**src/rtl/lut_config_loader.sv**
```systemverilog
// Bit-serial LUT configuration loader: assembles a frame in a shadow register and commits it atomically to `values`.
// Optional even-parity check on each frame is enabled by defining LUT_CONFIG_PARITY_EN.
module lut_config_loader #(
    parameter int unsigned INPUTS = 4,
    parameter int unsigned WIDTH  = 1 << INPUTS
) (
    input  logic             clk,
    input  logic             rst,
    input  logic             start,
    input  logic             cfg_bit,
    input  logic             cfg_valid,
    output logic             cfg_ready,
    output logic [WIDTH-1:0] values,
    output logic             busy,
    output logic             done,
    output logic             error
);

    localparam int unsigned CW = $clog2(WIDTH + 1);
    localparam int unsigned IW = (INPUTS > 0) ? INPUTS : 1;

    typedef enum logic [1:0] {
        IDLE   = 2'd0,
        SHIFT  = 2'd1,
        PARITY = 2'd2,
        COMMIT = 2'd3
    } state_t;

    state_t           state;
    logic [CW-1:0]    cnt;
    logic [WIDTH-1:0] shadow;

    // Single-process FSM; cfg_ready and busy are registered alongside the state they describe.
    always_ff @(posedge clk) begin
        done <= 1'b0;
        if (rst) begin
            state     <= IDLE;
            cnt       <= '0;
            shadow    <= '0;
            values    <= '0;
            cfg_ready <= 1'b0;
            busy      <= 1'b0;
`ifdef LUT_CONFIG_PARITY_EN
            error     <= 1'b0;
`endif
        end else begin
            case (state)
                IDLE: begin
                    if (start) begin
                        state     <= SHIFT;
                        cnt       <= '0;
                        shadow    <= '0;
                        cfg_ready <= 1'b1;
                        busy      <= 1'b1;
`ifdef LUT_CONFIG_PARITY_EN
                        error     <= 1'b0;
`endif
                    end
                end
                SHIFT: begin
                    // A restart wins over the bit presented in the same cycle.
                    if (start) begin
                        cnt    <= '0;
                        shadow <= '0;
                    end else if (cfg_valid && cfg_ready) begin
                        shadow[cnt[IW-1:0]] <= cfg_bit;
                        cnt                 <= cnt + CW'(1);
                        if (cnt == CW'(WIDTH - 1)) begin
`ifdef LUT_CONFIG_PARITY_EN
                            state     <= PARITY;
`else
                            state     <= COMMIT;
                            cfg_ready <= 1'b0;
`endif
                        end
                    end
                end
`ifdef LUT_CONFIG_PARITY_EN
                PARITY: begin
                    if (start) begin
                        state  <= SHIFT;
                        cnt    <= '0;
                        shadow <= '0;
                    end else if (cfg_valid && cfg_ready) begin
                        cfg_ready <= 1'b0;
                        if (cfg_bit == ^shadow) begin
                            state <= COMMIT;
                        end else begin
                            state <= IDLE;
                            busy  <= 1'b0;
                            error <= 1'b1;
                        end
                    end
                end
`endif
                COMMIT: begin
                    values    <= shadow;
                    done      <= 1'b1;
                    state     <= IDLE;
                    cfg_ready <= 1'b0;
                    busy      <= 1'b0;
                end
                default: begin
                    state     <= IDLE;
                    cfg_ready <= 1'b0;
                    busy      <= 1'b0;
                end
            endcase
        end
    end

`ifndef LUT_CONFIG_PARITY_EN
    assign error = 1'b0;
`endif

endmodule

```
**config.mk**
```make
export PLATFORM = sky130hd
export DESIGN_NAME = lut_config_loader
export DESIGN_NICKNAME = d
export VERILOG_FILES = /design/src/rtl/lut_config_loader.sv
export SDC_FILE = /design/constraint.sdc
export NUM_CORES = 1
export LEC_CHECK = 0
export ABC_CLOCK_PERIOD_IN_PS = 3700
export BUFFER_PORTS_ARGS = -buffer_cell sky130_fd_sc_hd__buf_2
export CAP_MARGIN = 0
export CORE_MARGIN = 2
export CORE_UTILIZATION = 61
export DETAILED_ROUTE_END_ITERATION = 16
export PLACE_DENSITY = 0.86
export SYNTH_ARGS = -nofsm -noshare
export SYNTH_HDL_FRONTEND = slang
export SYNTH_SLANG_ARGS = --single-unit
```
**constraint.sdc**
```tcl
create_clock -name clk -period 3.7 [get_ports clk]
set_input_delay 0.555 -clock clk [delete_from_list [all_inputs] [get_ports clk]]
set_output_delay 0.555 -clock clk [all_outputs]
set_load 0.01 [all_outputs]
```
# Word level (Yosys, flattened, before mapping)
# Cells that the tools add are included.
[totals]
elab_cells = 49
register_bits = 42
inputBits = 5
out_inout_bits = 20
[classes]
n_reduce_logical = 7
n_mux = 23
eq_ne = 8
bitwise_logic = 1
n_lt_le_gt_ge = 2
add_sub_neg = 1
[ops]
columns = ["op", "count"]
rows = [
  ["$mux W16", 3],
  ["$pmux W16 S2", 1],
  ["$bwmux W16", 1],
  ["$mux W5", 3],
  ["$pmux W5 S2", 1],
  ["$mux W2", 4],
  ["$ne A2 B2 Y1 const B", 4],
  ["$mux W1", 6],
  ["$add A5 B1 Y5 const B", 1],
  ["$eq A5 B4 Y1 const B", 1],
  ["$lt A4 B5 Y1 const B", 1],
  ["$demux W1 S4", 1],
  ["$ge A4 B1 Y1 const B", 1],
  ["$pmux W1 S2", 2],
  ["$pmux W2 S2", 1],
  ["$reduce_and A4 Y1", 1],
  ["$ne A3 B3 Y1 const B", 1],
  ["$reduce_and A3 Y1", 1],
  ["$eq A2 B1 Y1 const B", 1],
  ["$eq A2 B2 Y1 const B", 1],
  ["$logic_and A1 B1 Y1", 2],
  ["$logic_not A2 Y1", 1],
  ["$reduce_and A2 Y1", 1],
  ["$reduce_bool A2 Y1", 1],
  ["$not A1 Y1", 1],
]

# Depth between registers and ports, before layout
# Gate-level depths: netlist of the first run.
[logic_depth]
ltp_word = 8
ltp_mapped = 6
depth_no_buf = 5

# Worst setup path after synthesis of the first run
# No wires, ideal clock.
[synth_timing]
kind = "input to register"
start = "in start"
end = "reg shadow[6]"
setup_ns = 0.092
path_buffers = 2
t_required_ns = 3.608
slack_ns = 2.147
path_stages = 5
arrival_time_ns = 1.461
path_cell_list = "buf_2 -> nor3b_4 -> buf_6 -> a211oi_1 -> o32ai_1"
[synth_via]
elab_chain_cells = 2
word_cells_on_any_way = 5
classes_between = "2 x eq/ne; 2 x mux; 1 x reduce/logical"
[synth_lines]
columns = ["element", "line", "source"]
rows = [
  ["from (decl)", "9", "input logic start,"],
  ["$ne A3 B3 Y1 (no source line), or another cell as far along", "--", ""],
  ["$reduce_and A3 Y1 (no source line) or $pmux W16 S2 (tied branches)", "--", ""],
  ["to (signal, indexed assignment)", "66", "shadow[cnt[IW-1:0]] <= cfg_bit;"],
  ["to (decl)", "31", "logic [WIDTH-1:0] shadow;"],
]
# Several ways; a longest one is shown, not always the timed one.
# A chain may end at the register's enable or synchronous reset.

# Worst setup path in the final report of the first run
[layout_timing]
start = "reg state[1]"
end = "reg values[5]"
[layout_via]
elab_chain_cells = 1
[layout_lines]
columns = ["element", "line", "source"]
rows = [
  ["from (decl)", "29", "state_t state;"],
  ["from (signal assigned)", "37", "state <= IDLE;"],
  ["from (signal assigned)", "50", "state <= SHIFT;"],
  ["from (signal assigned)", "72", "state <= COMMIT;"],
  ["$eq A2 B2 Y1", "47", "case (state)"],
  ["to (signal assigned)", "97", "values <= shadow;"],
  ["to (decl)", "13", "output logic [WIDTH-1:0] values,"],
]
# Every way passes these cells.

==> results of run 1 <==
synthesized netlist by cell type (all sizes together), types with 2 or more instances:
cell / n / area share, %
nor2: 4 / 0.77
or3: 2 / 0.64
o21ai: 5 / 1.3
nand3b: 8 / 3.1
nand2: 40 / 7.7
dfxtp: 42 / 43
o32ai: 16 / 7.2
o21a: 2 / 0.77
and3: 2 / 0.64
clkbuf: 8 / 1.5
nand3: 11 / 2.8
or3b: 4 / 1.8
a21oi: 20 / 5.1
buf: 13 / 4.2
ha: 5 / 3.2
a211oi: 17 / 6.5
inv: 20 / 3.8
area by class of cell:
class	count	area, µm²
timing repair buffer	24	123
tap	44	55.1
inverter	20	75.1
clock buffer	7	55.1
fill	257	968
sequential	42	841
clock inverter	1	5.00
multi-input combinational	150	931
flip-flops by register name, summed over array words and instances (netlist names):
name,flops
state,2
cnt,5
done,1
values,16
cfg_ready,1
busy,1
shadow,16
how the worst max path moves through the flow:
stage	start	cells past startpoint	endpoint
after floorplan	start	5	shadow[6]
after global placement	rst	4	shadow[13]
after detailed placement	state[1]	3	values[5]
after CTS	state[1]	3	values[5]
after global routing	state[1]	3	values[10]
final	state[1]	3	values[5]
through the flow:
step | std cells | hold WS, ns | setup WS, ns
3_5_place_dp | 280 | 0.443 | 1.72
5_1_grt | 288 | 0.471 | 1.55
4_1_cts | 288 | 0.459 | 1.72
6_report | 288 | 0.456 | 1.70
3_3_place_gp | 280 | 0.440 | 1.72
2_1_floorplan | 233 | 0.432 | 2.15
critical path: stages (launching register included):
cell     delay [ns]
dfxtp_1        0.98
nand2_1        0.59
nand2_1        0.22
a21oi_1        0.08
kinds of logic after synthesis:
kind of cell             count (synthesis)  share of synthesized area [%]
other                                    1                          0.191
AO/OA/AOI/OAI                           63                           21.9
adder cells (fa/ha/maj)                  5                           3.19
flip-flops                              42                           42.9
buffers and inverters                   41                           9.58
AND/OR/NAND/NOR                         81                           22.2
routing by layer:
metal / wire, µm / global-route usage [%] / share of wire [%]
met1: 1760 / 28.2 / 44
met2: 1990 / 41.3 / 50
met3: 151 / 5.76 / 3.8
met4: 82 / 9.63 / 2.1
met5: 0 / 0 / 0
power groups by stage:
stage               sequential [µW]  combinational, µW  clock, µW
global placement                468               41.0          0
CTS                             458               41.5        241
finish                          458               41.6        237
floorplan                       467               34.6          0
global route                    459               46.3        263
detailed placement              468               41.2          0
==> flow_summary.ini, run 1 <==
[setup_path]
critPathLaunchType = register
cp.required_ns = 3.92
worstRegToRegCells = 3
crit_type = reg2reg
end_kind = register
r2r_setup_slack_ns = 1.70
r2r-start = state[1]
cp_max_fo = 28
reg2reg_to = values[5]
cp.arrival_ns = 2.23

[global_routing]
antenna_found_initial = 0
grt-ovfl-total = 0
grt_use_total_pct = 23.8
grt_pass1_wl_mm = 6.51
grt_max_degree = 42
grt_pass1_vias = 1447

[drt]
wl_per_cell_um = 13.8
drtPass1Iterations = 6
vias_per_cell = 5.74
vias = 1652
drcViolationCount = 0
wl_mm = 3.98
drt_iter0_drc = 58
ant_nets = 0

[synthesis]
synthFlopType = dfxtp_1
yosysSeqAreaShare_pct = 42.9
synthDistinctLibCells = 33
synthesis.nets = 243
async_flop_share_pct = 0
postSynthAreaPerCell_um2 = 8.41
syn_inst = 233
synth_seq_cells = 42
synth_edf_count = 0
yosysWarnings = 0
synth.cell_area_um2 = 1960

[sta]
report.final.slew_viol_count = 0
hold_viol = 0
finalCritPeriodShare_pct = 54.2
skew_ns = 0.00816
rsz0062_at_grt = false
worst_pin_slew_ns = 0.964
setup_viol = 0
timing.fmax_ghz = 0.499
slew_headroom_pct = 35.6
fin_setup_tns_ns = 0
period_needed_ns = 2.00

[min_path]
hold_class = reg2reg
holdPathStages = 2
holdPathEnd = values[9]
worstHoldStart = values[9]

[die]
die_w_um = 60.7
dieArea_um2 = 3680
start_util_pct = 64.2
core_area_um2 = 3050
die_h_um = 60.7
rows = 20
ios = 25

[pwr]
switching_share_pct = 23.8
power_frac_comb_pct = 5.6
p_leak_uw = 0.000720
power.net_switching_uw = 175
p_int_uw = 561
powerDensity_nw_per_um2 = 353
power_uw = 737
vdd_ir_drop_max_mv = 0.215
pwr-share-seq_pct = 62.2
p_clk_share_pct = 32.2

[clock_network]
hold_buffers = 0
htree_levels = 2
numCtsBuffers = 5
cts_buffer_depth = 2
cts_setup_buffers = 0
insertion_delay_ns = 0.36
cts-root-buf = clkbuf_4
clkTransAtPathRegs_ns = 0.12
cts_resized = 0
cts_sinks = 42
cts_tree = done

[layout]
finish.utilization_pct = 68.3
layout-drive-gt1-share_pct = 15.6
fin_nets = 253
num_antenna_cells = 0
layout_common_cells = 42 x dfxtp_1, 40 x nand2_1, 23 x buf_2
mostFrequentLayoutCell = dfxtp_1
stdcell_area_um2 = 2080
syn2layout_area_growth_pct = 6.39

[place]
gp_congestion = 0.808
io_buffers = 23
post_dp_cell_area_um2 = 2020
dpl.hpwl_mm = 2.69

[flow_run]
maxCapViolCount = 0

[outcome]
outcome = finished, final reports clean
Note: power is estimated with default switching activity, not from simulation.
==> inputs of run 2 (changes only) <==
==> config.mk (replaced) <==
export PLATFORM = sky130hd
export DESIGN_NAME = lut_config_loader
export DESIGN_NICKNAME = d
export VERILOG_FILES = /design/src/rtl/lut_config_loader.sv
export SDC_FILE = /design/constraint.sdc
export NUM_CORES = 1
export LEC_CHECK = 0
export ABC_CLOCK_PERIOD_IN_PS = 1900
export BUFFER_PORTS_ARGS = -buffer_cell sky130_fd_sc_hd__buf_2
export CAP_MARGIN = 0
export CORE_MARGIN = 2
export CORE_UTILIZATION = 56
export DETAILED_ROUTE_END_ITERATION = 16
export PLACE_DENSITY = 0.81
export SYNTH_ARGS = -nofsm -noshare
export SYNTH_HDL_FRONTEND = slang
export SYNTH_SLANG_ARGS = --single-unit
==> constraint.sdc (replaced) <==
create_clock -name clk -period 1.9 [get_ports clk]
set_input_delay 0.285 -clock clk [delete_from_list [all_inputs] [get_ports clk]]
set_output_delay 0.285 -clock clk [all_outputs]
set_load 0.01 [all_outputs]
==> run 2 against run 1 <==
Against the previous run:
- combinational power is 100% higher
- sequential cell count stayed put
- global-route usage is 2.4 points lower
- setup slack worse by 1.5 ns
- non-clock buffer count is 6 higher
- register-to-register slack worse by 1.5 ns
- utilization is 3.9 points lower
- first-iteration DRC count is 67% higher
- via count is 2.3% lower
- die area is 8.3% higher
- highest routed layer unchanged
==> flow_summary.ini, run 2 (same netlist as run 1, synthesis figures left out) <==
[outcome]
outcome = finished, final reports clean

[layout]
layout_common_cells = 42 x dfxtp_1, 40 x nand2_1, 23 x buf_2
syn2layout_area_growth_pct = 9.58
register_area_um2 = 841
multi_input_area_um2 = 931
mostFrequentLayoutCell = dfxtp_1
fin_nets = 259
num_antenna_cells = 0
layout-drive-gt1-share_pct = 17.2
finish.utilization_pct = 64.3
fillers = 310
reg.largest.list = shadow (16), values (16), cnt (5)

[global_routing]
grt_max_degree = 41
grt_pass1_wl_mm = 6.70
grt_use_total_pct = 21.4
antenna_found_initial = 0
grt_pass1_vias = 1469
grt-ovfl-total = 0

[sta]
hold_viol = 0
worst_pin_slew_ns = 0.608
period_needed_ns = 1.66
finalCritPeriodShare_pct = 87.3
fin_setup_tns_ns = 0
timing.fmax_ghz = 0.603
slew_headroom_pct = 59.4
skew_ns = 0.00877
report.final.slew_viol_count = 0
setup_viol = 0
rsz0062_at_grt = false

[clock_network]
hold_buffers = 0
cts_tree = done
clkTransAtPathRegs_ns = 0.12
htree_levels = 2
numCtsBuffers = 5
cts_setup_buffers = 0
insertion_delay_ns = 0.35
cts_sinks = 42
cts_resized = 0
cts-root-buf = clkbuf_4
cts_buffer_depth = 2

[min_path]
hold_class = in2reg
worstHoldStart = cfg_bit

[die]
ios = 25
start_util_pct = 58.7
core_area_um2 = 3340
die_w_um = 63.2
dieArea_um2 = 3990
rows = 21
die_h_um = 63.2

[setup_path]
cp_max_fo = 5
cp.required_ns = 2.14
r2r_setup_slack_ns = 0.24
crit_type = reg2reg
cp.arrival_ns = 1.90
r2r-start = cnt[0]
end_kind = register
worstSetupStartpoint = cnt[0]
critPathLaunchType = register

[pwr]
power.net_switching_uw = 333
power_uw = 1530
vdd_ir_drop_max_mv = 0.400
powerDensity_nw_per_um2 = 712
p_int_uw = 1190
p_leak_uw = 0.000756
power_frac_comb_pct = 5.5
pwr-share-seq_pct = 58.3
switching_share_pct = 21.8
p_clk_share_pct = 36.2

[drt]
wl_mm = 3.79
vias = 1614
wl_per_cell_um = 12.8
ant_nets = 0
drcViolationCount = 0
drt_iter0_drc = 97
vias_per_cell = 5.45
drtPass1Iterations = 4

[flow_run]
maxCapViolCount = 0

[place]
dpl.hpwl_mm = 2.55
gp_congestion = 0.876
io_buffers = 23
[run 2: critical path: stages (launching register included)]
cell and delay [ns]:
dfxtp_1 0.36, inv_1 0.13, ha_1 0.25, or3b_2 0.46
a211oi_1 0.26, o32ai_1 0.10
[run 2: power by group through the flow]
stage	Sequential (µW)	Combinational (µW)	Clock, µW
after floorplan	910	67.3	0
after global placement	911	82.6	0
final	891	84.0	552
after detailed placement	912	84.0	0
after global routing	893	93.6	607
after CTS	892	84.3	567
[run 2: layer usage]
| layer | share of wire [%] | global-route usage (%) | vias up |
|---|---|---|---|
| met5 | 0 | 0 | - |
| met4 | 1.6 | 8.33 | 0 |
| met3 | 3.9 | 6.43 | 6 |
| met2 | 46 | 35.9 | 28 |
| met1 | 48 | 25.6 | 728 |
| li1 | - | - | 852 |
[run 2: final timing paths]
path	cells past startpoint	to
max reg2reg	5	shadow[0]
min	3	shadow[14]
max	5	shadow[0]
min reg2reg	2	values[5]
[run 2: final cells by class]
type	count	area share [%]
timing repair buffer	30	7.81
clock buffer	7	2.10
clock inverter	1	1.40
tap	46	2.68
sequential	42	39.2
inverter	20	3.50
multi-input combinational	150	43.4
[run 2: per-stage QoR]
step,cell area (µm²),setup WS [ns],cells,hold slack [ns]
3_3_place_gp,2070,0.314,288,0.438
3_5_place_dp,2070,0.248,288,0.443
2_1_floorplan,1960,0.369,233,0.432
5_1_grt,2150,0.0804,296,0.217
6_report,2150,0.241,296,0.217
4_1_cts,2150,0.245,296,0.199
==> inputs of run 3 (changes only) <==
--- a/config.mk
+++ b/config.mk
@@ -12,6 +12,7 @@
 export CORE_UTILIZATION = 56
 export DETAILED_ROUTE_END_ITERATION = 16
 export PLACE_DENSITY = 0.81
+export REMOVE_ABC_BUFFERS = 1
 export SYNTH_ARGS = -nofsm -noshare
 export SYNTH_HDL_FRONTEND = slang
 export SYNTH_SLANG_ARGS = --single-unit
==> run 3 against run 2 <==
Against the previous run:
- clock power decreased by 16%
- sequential power about the same
- utilization decreased by 0.11 points
- largest cell class unchanged
- design area decreased by 0.17%
- largest power group unchanged
- die area unchanged
==> flow_summary.ini, run 3 (same netlist as run 1, synthesis figures left out) <==
[clock_network]
cts_setup_buffers = 0
cts_buffer_depth = 2
numCtsBuffers = 5
clkTransAtPathRegs_ns = 0.12
cts_tree = done
cts_sinks = 42
hold_buffers = 0
cts-root-buf = clkbuf_4
cts_resized = 0
htree_levels = 2
insertion_delay_ns = 0.35

[min_path]
hold_class = in2reg
worstHoldStart = cfg_bit

[die]
dieArea_um2 = 3990
rows = 21
core_area_um2 = 3340
ios = 25
die_h_um = 63.2
die_w_um = 63.2
start_util_pct = 58.7

[setup_path]
crit_type = reg2reg
cp_slowest_cell = or3b_2
path_cells = inv_1 -> ha_1 -> or3b_2 -> a211oi_1 -> o32ai_1
end_kind = register
cp_top_family = simple AND/OR/NAND/NOR gates
max_stage_delay_ns = 0.46
r2r-start = cnt[0]
path_buf_inv = 1
worstSetupStartpoint = cnt[0]
cp.required_ns = 2.13
critPathLaunchType = register
cp.arrival_ns = 1.90
cp_max_fo = 5

[pwr]
pwr-share-seq_pct = 62.0
switching_share_pct = 24.0
p_leak_uw = 0.000755
p_int_uw = 1090
p_clk_share_pct = 32.1
powerDensity_nw_per_um2 = 671
power_frac_comb_pct = 6.0
power.net_switching_uw = 345
vdd_ir_drop_max_mv = 0.412

[drt]
drtPass1Iterations = 4
vias = 1672
wl_mm = 3.95
drt_iter0_drc = 61
drcViolationCount = 0
vias_per_cell = 5.63
ant_nets = 0
wl_per_cell_um = 13.3

[global_routing]
use_met2_pct = 37.1
grt_pass1_wl_mm = 6.82
grt-busiest-layer = met2
grt_pass1_vias = 1613
grt_max_degree = 41
met3_usage_pct = 5.36
grt_util_met1_pct = 25.6
antenna_found_initial = 0
grt-ovfl-total = 0
grt_use_total_pct = 21.4

[sta]
report.final.slew_viol_count = 0
setup_viol = 0
setup_ws_ns = 0.237
period_needed_ns = 1.66
finalCritPeriodShare_pct = 87.5
worst_pin_slew_ns = 0.660
timing.fmax_ghz = 0.601
holdWs_ns = 0.225
fin_setup_tns_ns = 0
slew_headroom_pct = 56.0
rsz0062_at_grt = false
hold_viol = 0
skew_ns = 0.00787

[layout]
multi_input_area_um2 = 931
num_antenna_cells = 0
fin_nets = 260
reg.largest.list = shadow (16), values (16), cnt (5)
layout-drive-gt1-share_pct = 18.3
syn2layout_area_growth_pct = 9.39
layout_common_cells = 42 x dfxtp_1, 40 x nand2_1, 23 x buf_2
fin_cells = 297
fillers = 323
finish.utilization_pct = 64.2
register_area_um2 = 841
mostFrequentLayoutCell = dfxtp_1

[place]
dp_cells = 289
dpl.hpwl_mm = 2.61
io_buffers = 23
pre_cts_ws_ns = 0.256
gp_congestion = 0.827

[flow_run]
maxCapViolCount = 0

[outcome]
outcome = finished, final reports clean
-- run 3: tightest hold or removal path, cell delays in order --
cell and delay (ns):
buf_2 0.11, nand3_1 0.06, o22ai_1 0.08
-- run 3: worst paths after layout --
path                                   end  slack [ns]  cells past startpoint
worst max-delay path             shadow[2]        0.24                      5
worst min-delay path            shadow[14]        0.23                      3
worst min register to register   values[5]        0.46                      2
worst max register to register   shadow[2]        0.24                      5
-- run 3: layer usage --
metal / vias to the layer above / share of wire, % / wire (µm)
met5: - / 0 / 0
li1: 855 / - / -
met3: 5 / 4.9 / 192
met4: 0 / 1.2 / 46
met1: 770 / 46 / 1820
met2: 42 / 48 / 1880
-- run 3: cell type report --
cell class | count | area share (%)
flip-flops and latches | 42 | 39.2
repair buffers | 31 | 8.17
clock buffers | 6 | 2.39
multi-input cells | 150 | 43.4
clock inverters | 2 | 0.584
well taps | 46 | 2.69
inverters | 20 | 3.50
-- run 3: stage by stage --
step           power [µW]  area, µm²
2_1_floorplan         956       1850
3_3_place_gp          995       2080
3_5_place_dp          996       2080
4_1_cts              1450       2140
5_1_grt              1500       2140
6_report             1440       2140
-- run 3: power by group through the flow --
stage          Combinational [µW]  Sequential [µW]  Clock (µW)
2_1_floorplan                44.4              912           0
3_3_place_gp                 83.4              911           0
3_5_place_dp                 84.9              911           0
4_1_cts                      85.5              892         471
5_1_grt                      92.9              893         510
6_report                     85.8              892         461
